File: config.mk
export PLATFORM = sky130hd
export DESIGN_NAME = mult_dispatch
export DESIGN_NICKNAME = d
export VERILOG_FILES = /design/src/rtl/mult_dispatch_pkg.sv /design/src/rtl/mult_dispatch_sync_fifo.sv /design/src/rtl/mult_dispatch.sv
export SDC_FILE = /design/constraint.sdc
export NUM_CORES = 1
export LEC_CHECK = 0
export CELL_PAD_IN_SITES_DETAIL_PLACEMENT = 0
export CELL_PAD_IN_SITES_GLOBAL_PLACEMENT = 1
export CORE_UTILIZATION = 48
export DETAILED_ROUTE_END_ITERATION = 8
export PLACE_DENSITY_LB_ADDON = 0.05
export SLEW_MARGIN = 20
export SYNTH_ARGS = -nofsm -noshare
export SYNTH_HDL_FRONTEND = slang
export SYNTH_SLANG_ARGS = --single-unit
File: constraint.sdc
create_clock -name CLK -period 3.52 [get_ports CLK]
set_input_delay 0.352 -clock CLK [delete_from_list [all_inputs] [get_ports CLK]]
set_output_delay 0.352 -clock CLK [all_outputs]
set_load 0.005 [all_outputs]
File: src/rtl/mult_dispatch_pkg.sv
// Shared types and defaults for the multiplier dispatcher.
// State encoding is fixed so debug taps can decode it directly.
package mult_dispatch_pkg;

    localparam int WIDTH_DEF   = 8;
    localparam int DEPTH_DEF   = 4;
    localparam int TIMEOUT_DEF = 64;

    typedef enum logic [1:0] {
        ST_IDLE  = 2'd0,
        ST_START = 2'd1,
        ST_WAIT  = 2'd2
    } state_t;

endpackage

File: src/rtl/mult_dispatch_sync_fifo.sv
// Single-clock FIFO holding queued operand pairs.
// Pointers wrap naturally because DEPTH is a power of two.
module sync_fifo
    import mult_dispatch_pkg::*;
#(
    parameter int DW    = 2 * WIDTH_DEF,
    parameter int DEPTH = DEPTH_DEF
) (
    input  logic                     clk,
    input  logic                     rst,
    input  logic                     push,
    input  logic                     pop,
    input  logic [DW-1:0]            din,
    output logic [DW-1:0]            dout,
    output logic                     full,
    output logic                     empty,
    output logic [$clog2(DEPTH):0]   count
);

    localparam int AW = $clog2(DEPTH);
    localparam logic [AW:0] CNT_FULL = (AW + 1)'(DEPTH);

    logic [DW-1:0] mem [DEPTH];
    logic [AW-1:0] wr_ptr;
    logic [AW-1:0] rd_ptr;
    logic [AW:0]   count_q;
    logic          push_ok;
    logic          pop_ok;

    assign full    = (count_q == CNT_FULL);
    assign empty   = (count_q == '0);
    assign push_ok = push && !full;
    assign pop_ok  = pop && !empty;
    assign dout    = mem[rd_ptr];
    assign count   = count_q;

    always_ff @(posedge clk or posedge rst) begin
        if (rst) begin
            wr_ptr  <= '0;
            rd_ptr  <= '0;
            count_q <= '0;
        end else begin
            if (push_ok)
                wr_ptr <= wr_ptr + 1'b1;
            if (pop_ok)
                rd_ptr <= rd_ptr + 1'b1;
            case ({push_ok, pop_ok})
                2'b10:   count_q <= count_q + 1'b1;
                2'b01:   count_q <= count_q - 1'b1;
                default: count_q <= count_q;
            endcase
        end
    end

    // Storage needs no reset: a flushed FIFO is defined by count alone.
    always_ff @(posedge clk) begin
        if (push_ok)
            mem[wr_ptr] <= din;
    end

endmodule

File: src/rtl/mult_dispatch.sv
// Feeds queued operand pairs to the sequential ROM multiplier one at a time
// and holds each product in an output register until the consumer takes it.
module mult_dispatch
    import mult_dispatch_pkg::*;
#(
    parameter int WIDTH   = WIDTH_DEF,
    parameter int DEPTH   = DEPTH_DEF,
    parameter int TIMEOUT = TIMEOUT_DEF
) (
    input  logic                     CLK,
    input  logic                     RESET,
    input  logic                     in_valid,
    output logic                     in_ready,
    input  logic [WIDTH-1:0]         in_w,
    input  logic [WIDTH-1:0]         in_y,
    output logic [WIDTH-1:0]         mul_w,
    output logic [WIDTH-1:0]         mul_y,
    output logic                     mul_S,
    input  logic [2*WIDTH-1:0]       mul_result,
    input  logic                     mul_pronto,
    output logic                     out_valid,
    input  logic                     out_ready,
    output logic [2*WIDTH-1:0]       out_result,
    output logic                     busy,
    output logic [$clog2(DEPTH):0]   count,
    output logic                     err
);

    localparam int TW = $clog2(TIMEOUT + 1);
    localparam logic [TW-1:0] TMO_LAST = TW'(TIMEOUT - 1);

    state_t             state_q;
    state_t             state_d;
    logic [TW-1:0]      tmo_q;
    logic               seen_low_q;
    logic [2*WIDTH-1:0] head;
    logic               fifo_full;
    logic               fifo_empty;
    logic               push;
    logic               dispatch;
    logic               accept;
    logic               tmo_hit;

    assign in_ready = !fifo_full;
    assign push     = in_valid && in_ready;

    sync_fifo #(
        .DW    (2 * WIDTH),
        .DEPTH (DEPTH)
    ) u_fifo (
        .clk   (CLK),
        .rst   (RESET),
        .push  (push),
        .pop   (dispatch),
        .din   ({in_w, in_y}),
        .dout  (head),
        .full  (fifo_full),
        .empty (fifo_empty),
        .count (count)
    );

    // Dispatch only when the output slot is free or being freed this edge,
    // so a capture can never collide with an unread product.
    assign dispatch = (state_q == ST_IDLE) && !fifo_empty && (!out_valid || out_ready);

    // A PRONTO still high from the previous op is ignored until it has dropped once.
    assign accept  = (state_q == ST_WAIT) && mul_pronto && seen_low_q;
    assign tmo_hit = (state_q == ST_WAIT) && !accept && (tmo_q == TMO_LAST);

    assign mul_S = (state_q == ST_START);
    assign busy  = (state_q != ST_IDLE) || !fifo_empty;

    always_comb begin
        state_d = state_q;
        case (state_q)
            ST_IDLE:  if (dispatch) state_d = ST_START;
            ST_START: state_d = ST_WAIT;
            ST_WAIT:  if (accept || tmo_hit) state_d = ST_IDLE;
            default:  state_d = ST_IDLE;
        endcase
    end

    always_ff @(posedge CLK or posedge RESET) begin
        if (RESET)
            state_q <= ST_IDLE;
        else
            state_q <= state_d;
    end

    always_ff @(posedge CLK or posedge RESET) begin
        if (RESET) begin
            mul_w <= '0;
            mul_y <= '0;
        end else if (dispatch) begin
            mul_w <= head[2*WIDTH-1:WIDTH];
            mul_y <= head[WIDTH-1:0];
        end
    end

    always_ff @(posedge CLK or posedge RESET) begin
        if (RESET) begin
            tmo_q      <= '0;
            seen_low_q <= 1'b0;
        end else if (state_q == ST_START) begin
            tmo_q      <= '0;
            seen_low_q <= 1'b0;
        end else if (state_q == ST_WAIT) begin
            if (!tmo_hit)
                tmo_q <= tmo_q + 1'b1;
            if (!mul_pronto)
                seen_low_q <= 1'b1;
        end
    end

    always_ff @(posedge CLK or posedge RESET) begin
        if (RESET) begin
            out_valid  <= 1'b0;
            out_result <= '0;
        end else if (accept) begin
            out_valid  <= 1'b1;
            out_result <= mul_result;
        end else if (out_valid && out_ready) begin
            out_valid <= 1'b0;
        end
    end

    always_ff @(posedge CLK or posedge RESET) begin
        if (RESET)
            err <= 1'b0;
        else if (tmo_hit)
            err <= 1'b1;
    end

endmodule

==> results of run 1 <==
final timing paths:
kind	start	endpoint	slack [ps]	depth (start not counted)
max in group asynchronous	RESET	tmo_q[1]	2540	3
min reg2reg	err	err	460	1
min in group CLK	out_ready	out_valid	440	2
max	state_q[1]	mul_S	1300	3
min	RESET	out_result[6]	340	2
max reg2reg	u_fifo.count[0]	u_fifo.count[2]	1380	10
power by group:
part,total (mW),internal (mW),switching [mW]
Clock,1.55,0.938,0.615
Combinational,1.80,1.10,0.698
Sequential,2.16,1.88,0.276
Total,5.51,3.92,1.59
synth_stat cells (all sizes together), types with 4 or more instances:
| library cell | n |
|---|---|
| and3 | 4 |
| buf | 6 |
| dfrtp | 51 |
| edfxtp | 64 |
| ha | 10 |
| inv | 15 |
| mux2 | 34 |
| mux4 | 16 |
| nand2 | 6 |
| nand3 | 4 |
| nor2 | 6 |
| nor3 | 5 |
| o21ai | 4 |
flip-flops by register name, summed over array words and instances (netlist names):
name	cells
state_q	2
u_fifo.mem	64
u_fifo.wr_ptr	2
seen_low_q	1
out_valid	1
out_result	16
u_fifo.count	3
mul_w	8
tmo_q	7
mul_y	8
u_fifo.rd_ptr	2
err	1
per-layer routing:
metal | GRT usage [%] | up-vias | share of wire (%)
met5 | 0 | - | 0
met4 | 8.03 | 0 | 1.2
met3 | 5.89 | 12 | 5.7
met2 | 29.1 | 82 | 50
met1 | 21.9 | 1273 | 43
li1 | - | 1181 | -
kinds of logic after synthesis:
family                     Yosys count  share of synthesized area (%)
adders and majority gates           11                           3.11
DFF                                115                           68.4
AOI/OAI and AO/OA                   15                           2.28
xor gates and xnor gates             6                           1.12
buffers and inverters               23                           2.65
muxes                               52                           17.6
and+or+nand+nor                     38                           4.79
stage by stage:
stage | utilization [%] | instance area (sq um)
floorplan | - | 4670
global placement | 59.6 | 5560
detailed placement | 59.6 | 5560
CTS | 65.5 | 6110
global route | 65.5 | 6110
finish | 65.5 | 6110
layout make-up:
| cell class | count | area [sq um] |
|---|---|---|
| fill | 726 | 3220 |
| sequential | 115 | 3200 |
| multi-input combinational | 122 | 1360 |
| timing repair buffer | 80 | 791 |
| clock buffer | 17 | 414 |
| tap | 129 | 161 |
| clock inverter | 15 | 135 |
| inverter | 15 | 56.3 |
==> qor.csv, run 1 <==
metric;value;unit
cp_top_family;buffers and inverters;
crit_fanout;6;
synth.distinct_cells;43;
worstSetupEndpointType;output pin;
core;9330;sq um
hold_viol;0;
dieArea;10100;sq um
synth.net_count;308;
synth_ff_type;edfxtp_1;
p_per_area;901;nW/um^2
avgSynthCellArea;18.0;sq um
period_minus_slack;2220;ps
clock_latency;510;ps
syn_inst;260;
io_pins;77;
vias_per_cell;5.17;
p_leak;2.39;nW
preCtsSetupSlack;1290;ps
crit_chain;inv_1 > ha_1 > clkdlybuf4s50_1;
slew_violations;0;
grt_usage;17.9;%
slowest_delay;550;ps
netlist_area;4670;sq um
rsz0062_at_grt;no;
setup_viol;0;
die_w;101;um
cp-start-kind;register;
hold_path_class;primary input to asynchronous set/reset pin;
dp_cells;461;
hold_buffers;0;
timing.hold.ws;344;ps
gp_congestion;0.701;
start_util;50.1;%
drtPass1Iterations;5;
synth_edf_count;64;
nets;399;
path_buf_inv;2;
cp.required;3170;ps
wl_per_cell;16.6;um
max_freq;450;MHz
diodes;0;
layout_common_cells;clkdlybuf4s50_1, edfxtp_1, dfrtp_1;
drive_gt1_share;22.8;%
grt_pass1_vias;2556;
place.detailed.hpwl;4980;um
slew_headroom;40.2;%
place.port_buffers;76;
drt_iter0_drc;92;
timing.setup.tns;0;ps
ant_nets;0;
ys_warn_count;0;
rows;35;
cp_data_arrival_time;1870;ps
synth_seq_cells;115;
critPathKind;register to output pin;
stdcell_count;493;
finClkSkew;11.9;ps
post_cts_buffers;0;
maxCapViolCount;0;
path_clk_slew;60;ps
irDropWorstVdd;425;uV
antenna_found_initial;0;
grt_first_pass_wirelength;13000;um
synth_top_area_share;41.1;%
ys_seq_area_share;68.4;%
fin_crit_sh;63.1;%
yosysTopAreaCell;edfxtp_1;
worst_pin_slew;897;ps
cts_buffer_depth;2;
area_growth;30.8;%
vias;2548;
cts-htree-levels;4;
cts-root-buf;clkbuf_8;
status;complete, no violations;
cts_made_buffers;17;
tritoncts;done;
cts_resized;0;
die_h;101;um
grt_max_degree;41;
drc_errors;0;
grt-ovfl-total;0;
power;5.51;mW
slowest_stage;clkdlybuf4s50_1;
final_common_cell;clkdlybuf4s50_1;
layout_setup_ws;1300;ps
wirelength;8160;um
synthArstFlopShare;44.3;%
synth_top_cells_by_area;edfxtp_1, dfrtp_1, mux2_2, mux4_1, mux4_2;
clkSinkCount;115;
Note: power is estimated with default switching activity, not from simulation.
==> run 2: changes to the inputs <==
Settings changed: CORE_UTILIZATION 48 to 40.
Clock period 3.52 ns to 2 ns, I/O delays scaled along.
==> run 2 against run 1 <==
Net effect: count of clock-buffer cells in the layout grew 5; die area grew 20%; routed wire length grew 4.3%; first-iteration DRC count shrank 21%; via count grew 1.1%; total power grew 89%; cell area grew 4.1%; clock power grew 100%; critical endpoint unchanged; largest cell class unchanged; largest power group unchanged; highest routed layer unchanged.
==> qor.csv, run 2 (synthesis results as in run 1) <==
metric;value;unit;change
core;11400;sq um;was 9330 sq um
largest_register;u_fifo.mem;;unchanged
timing.setup.tns;0;ps;unchanged
nets;412;;was 399
worst_pin_slew;399;ps;was 897 ps
multi_input_area;1400;sq um;was 1360 sq um
dpl_cell_area;5720;sq um;was 5560 sq um
hold_viol;0;;unchanged
cts_made_buffers;17;;unchanged
dieArea;12100;sq um;was 10100 sq um
cts-htree-levels;4;;unchanged
cts-root-buf;clkbuf_16;;was clkbuf_8
drtPass1Iterations;4;;was 5
diodes;0;;unchanged
grt_first_pass_wirelength;13500;um;was 13000 um
final_common_cell;clkdlybuf4s50_1;;unchanged
status;complete, no violations;;unchanged
wirelength;8510;um;was 8160 um
fillers;928;;was 726
grt_pass1_vias;2619;;was 2556
clkSinkCount;115;;unchanged
finClkSkew;10.3;ps;was 11.9 ps
start_util;40.9;%;was 50.1%
vias;2577;;was 2548
cp-start-kind;register;;unchanged
grt_max_degree;28;;was 41
rows;39;;was 35
worstSetupEndpointType;output pin;;unchanged
cp.required;1800;ps;was 3170 ps
die_h;110;um;was 101 um
grt_usage;15.9;%;was 17.9%
power;10.4;mW;was 5.51 mW
dp_cells;487;;was 461
drt_iter0_drc;73;;was 92
crit_chain;inv_2 > ha_1 > clkdlybuf4s50_1;;was inv_1 > ha_1 > clkdlybuf4s50_1
timing.hold.ws;409;ps;was 344 ps
slew_headroom;73.4;%;was 40.2%
top_regs;u_fifo.mem x64, out_result x16;;unchanged
gp_congestion;0.698;;was 0.701
cts_buffer_depth;2;;unchanged
ant_nets;0;;unchanged
maxCapViolCount;0;;unchanged
drc_errors;0;;unchanged
io_pins;77;;unchanged
vias_per_cell;4.96;;was 5.17
cp_data_arrival_time;1710;ps;was 1870 ps
crit_fanout;6;;unchanged
critPathKind;register to output pin;;unchanged
tritoncts;done;;unchanged
final_area;6360;sq um;was 6110 sq um
place.detailed.hpwl;5380;um;was 4980 um
slowest_delay;540;ps;was 550 ps
path_clk_slew;50;ps;was 60 ps
clock_latency;410;ps;was 510 ps
post-route-util;55.7;%;was 65.5%
layout_common_cells;clkdlybuf4s50_1, edfxtp_1, dfrtp_1;;unchanged
p_per_area;1630;nW/um^2;was 901 nW/um^2
antenna_found_initial;0;;unchanged
layout_setup_ws;85.5;ps;was 1300 ps
cp_top_family;buffers and inverters;;unchanged
period_minus_slack;1910;ps;
hold_path_class;primary input to register;;was primary input to asynchronous set/reset pin
slowest_stage;clkdlybuf4s50_1;;unchanged
p_leak;2.50;nW;was 2.39 nW
largest_reg_flops;64;;unchanged
rsz0062_at_grt;yes;;was no
post_cts_buffers;0;;unchanged
grt-ovfl-total;0;;unchanged
irDropWorstVdd;798;uV;was 425 uV
max_freq;522;MHz;
preCtsSetupSlack;-52.8;ps;was 1290 ps
stdcell_count;520;;was 493
wl_per_cell;16.4;um;was 16.6 um
die_w;110;um;was 101 um
path_buf_inv;2;;unchanged
place.port_buffers;76;;unchanged
area_growth;36.2;%;was 30.8%
fin_crit_sh;95.7;%;
setup_viol;0;;unchanged
slew_violations;0;;unchanged
drive_gt1_share;27.1;%;was 22.8%
final-seq-area;3200;sq um;about the same
==> run 2: path summary, 6_finish.rpt <==
kind                             from               to  slack [ps]  depth (start not counted)
setup / recovery           state_q[1]            mul_S          90                          3
hold / removal              out_ready        out_valid         410                          2
setup reg to reg           state_q[0]  u_fifo.count[2]         120                          9
hold reg to reg                   err              err         470                          1
max in group asynchronous       RESET       seen_low_q         860                          4
min in group asynchronous       RESET         mul_w[1]         560                          3
==> run 2: routing by layer <==
| metal | track usage (%) | share of wire, % |
|---|---|---|
| met1 | 18.1 | 42 |
| met4 | 7.05 | 2.0 |
| met5 | 0 | 0 |
| met2 | 26.7 | 51 |
| met3 | 5.94 | 5.5 |
==> run 2: what timing repair did <==
item / 4_1_cts / 5_1_grt
endpoints found under the hold margin: 2 / 0
pin swaps: 0 / 3
gates resized for setup: 1 / 2
hold buffers: 1 / 0
setup endpoints to repair: 1 / 3
==> run 2: final cells by class <==
type	instances	area share, %
Timing Repair Buffer	93	14.2
Clock inverter	10	2.44
Tap cell	143	2.81
Clock buffer	22	7.45
Inverter	15	0.885
Sequential cell	115	50.3
Multi-Input combinational cell	122	21.9
==> run 2: where the power goes <==
group	switching [mW]	internal, mW
Clock	0.999	2.17
Sequential	0.373	3.32
Combinational	1.40	2.14
Total	2.77	7.62
==> run 3: changes to the inputs <==
==> constraint.sdc (replaced) <==
create_clock -name CLK -period 2 [get_ports CLK]
set_input_delay 0.3 -clock CLK [delete_from_list [all_inputs] [get_ports CLK]]
set_output_delay 0.3 -clock CLK [all_outputs]
set_load 0.005 [all_outputs]
==> run 3 against run 2 <==
Net effect: largest cell class unchanged; critical path depth rose by 6; total power increased by 0.54%; fmax is 1.6% higher; count of clock-buffer cells in the layout shrank 2; sequential power hardly changed; register-to-register slack barely moved; clock skew is 5.4 ps lower; combinational power grew 5%; critical endpoint is now u_fifo.count[2]; global-route usage about the same; cell area up 1.2%; sequential cell count stayed put.
==> qor.csv, run 3 (synthesis results as in run 1) <==
metric;value;unit;change
fin_crit_sh;94.2;%;was 95.7%
wl_met3;414;um;was 464 um
cp.required;2330;ps;was 1800 ps
place.port_buffers;76;;unchanged
critPathKind;register to register;;was register to output pin
clkSinkCount;115;;unchanged
largest_reg_flops;64;;unchanged
rsz0062_at_grt;yes;;unchanged
wl_per_cell;16.3;um;was 16.4 um
cp-start-kind;register;;unchanged
slew_violations;0;;unchanged
cts_made_buffers;17;;unchanged
drive_gt1_share;27.6;%;was 27.1%
maxCapViolCount;0;;unchanged
slowest_delay;390;ps;was 540 ps
drt_iter0_drc;71;;was 73
grt_usage;15.9;%;about the same
vias_per_cell;4.92;;was 4.96
die_h;110;um;unchanged
p_leak;2.53;nW;was 2.50 nW
io_pins;77;;unchanged
p_per_area;1620;nW/um^2;was 1630 nW/um^2
die_w;110;um;unchanged
drc_errors;0;;unchanged
top_layer_used;met4;;unchanged
grt_max_degree;52;;was 28
clock_latency;400;ps;was 410 ps
status;complete, no violations;;unchanged
path_clk_slew;50;ps;about the same
cts_buffer_depth;2;;unchanged
wirelength;8560;um;was 8510 um
diodes;0;;unchanged
start_util;40.9;%;unchanged
met2_wirelength;4330;um;was 4340 um
top_regs;u_fifo.mem x64, out_result x16;;unchanged
grt_first_pass_wirelength;13500;um;about the same
layout_common_cells;clkdlybuf4s50_1, edfxtp_1, dfrtp_1;;unchanged
rows;39;;unchanged
grt_pass1_vias;2664;;was 2619
worstSetupEndpointType;register;;was output pin
crit_fanout;3;;was 6
cp_data_arrival_time;2210;ps;was 1710 ps
slowest_stage;dfrtp_1;;was clkdlybuf4s50_1
irDropWorstVdd;782;uV;was 798 uV
ant_nets;0;;unchanged
max_freq;531;MHz;was 522 MHz
crit_chain;inv_2 > ha_4 > nor3b_4 > ha_4 > inv_1 > fa_2 > xor2_1 > nor2_1 > xor2_1;;was inv_2 > ha_1 > clkdlybuf4s50_1
layout_setup_ws;116;ps;was 85.5 ps
tritoncts;done;;unchanged
drtPass1Iterations;4;;unchanged
worst_pin_slew;331;ps;was 399 ps
grt-ovfl-total;0;;unchanged
cp_top_family;adder cells;;was buffers and inverters
antenna_found_initial;0;;unchanged
hold_path_class;primary input to asynchronous set/reset pin;;was primary input to register
period_minus_slack;1880;ps;was 1910 ps
area_growth;37.8;%;was 36.2%
dieArea;12100;sq um;unchanged
cts-root-buf;clkbuf_16;;unchanged
largest_register;u_fifo.mem;;unchanged
vias;2576;;was 2577
cts-htree-levels;4;;unchanged
slew_headroom;77.9;%;was 73.4%
hold_viol;0;;unchanged
final_common_cell;clkdlybuf4s50_1;;unchanged
setup_viol;0;;unchanged
hold_buffers;0;;was 1
preCtsSetupSlack;-141;ps;was -52.8 ps
nets;416;;was 412
core;11400;sq um;unchanged
place.detailed.hpwl;5300;um;was 5380 um
timing.setup.tns;0;ps;unchanged
gp_congestion;0.685;;was 0.698
finClkSkew;4.89;ps;was 10.3 ps
met1Wirelength;3670;um;was 3530 um
path_buf_inv;2;;unchanged
run 3: per-layer routing:
layer | global-route usage [%] | vias up
met5 | 0 | -
met4 | 9.02 | 0
met3 | 4.76 | 10
met2 | 26.1 | 62
met1 | 18.7 | 1288
li1 | - | 1216
run 3: final cells by class:
cell class	instances	area, sq um
multi-input cells	122	1410
clock inverters	12	163
repair buffers	97	995
well taps	143	179
clock buffers	20	437
flip-flops and latches	115	3200
fillers	960	4980
inverters	15	56.3
run 3: where the power goes:
part	switching, mW	leakage (nW)	internal (mW)
Combinational	1.44	1.04	2.26
Clock	0.999	0.289	2.06
Sequential	0.376	1.20	3.31
run 3: through the flow:
stage | cell area [sq um] | power (mW) | instances | hold slack (ps) | utilization [%]
floorplan | 4710 | 5.86 | 260 | 396 | -
global placement | 5790 | 7.38 | 489 | 456 | 50.7
detailed placement | 5790 | 7.44 | 489 | 458 | 50.7
CTS | 6400 | 10.6 | 521 | 298 | 56.1
global route | 6440 | 11.1 | 524 | 325 | 56.4
finish | 6440 | 10.5 | 524 | 290 | 56.4
run 3: worst min-delay path: stages:
cell and delay (ps):
clkdlybuf4s50_1 420, inv_2 80, buf_12 280
run 3: worst paths after layout:
check,start,to,slack [ps],cells past startpoint
worst min-delay path,RESET,out_result[13],290,3
max in group asynchronous,RESET,mul_y[3],1460,3
min in group CLK,err,err,470,1
worst max register to register,state_q[1],u_fifo.count[2],120,9
worst min register to register,err,err,470,1
worst max-delay path,state_q[1],u_fifo.count[2],120,9
run 3: timing repair:
item | CTS | global route
gates resized for setup | 3 | 4
endpoints found under the setup margin | 2 | 3
setup buffers | 0 | 3
pin swaps | 1 | 0
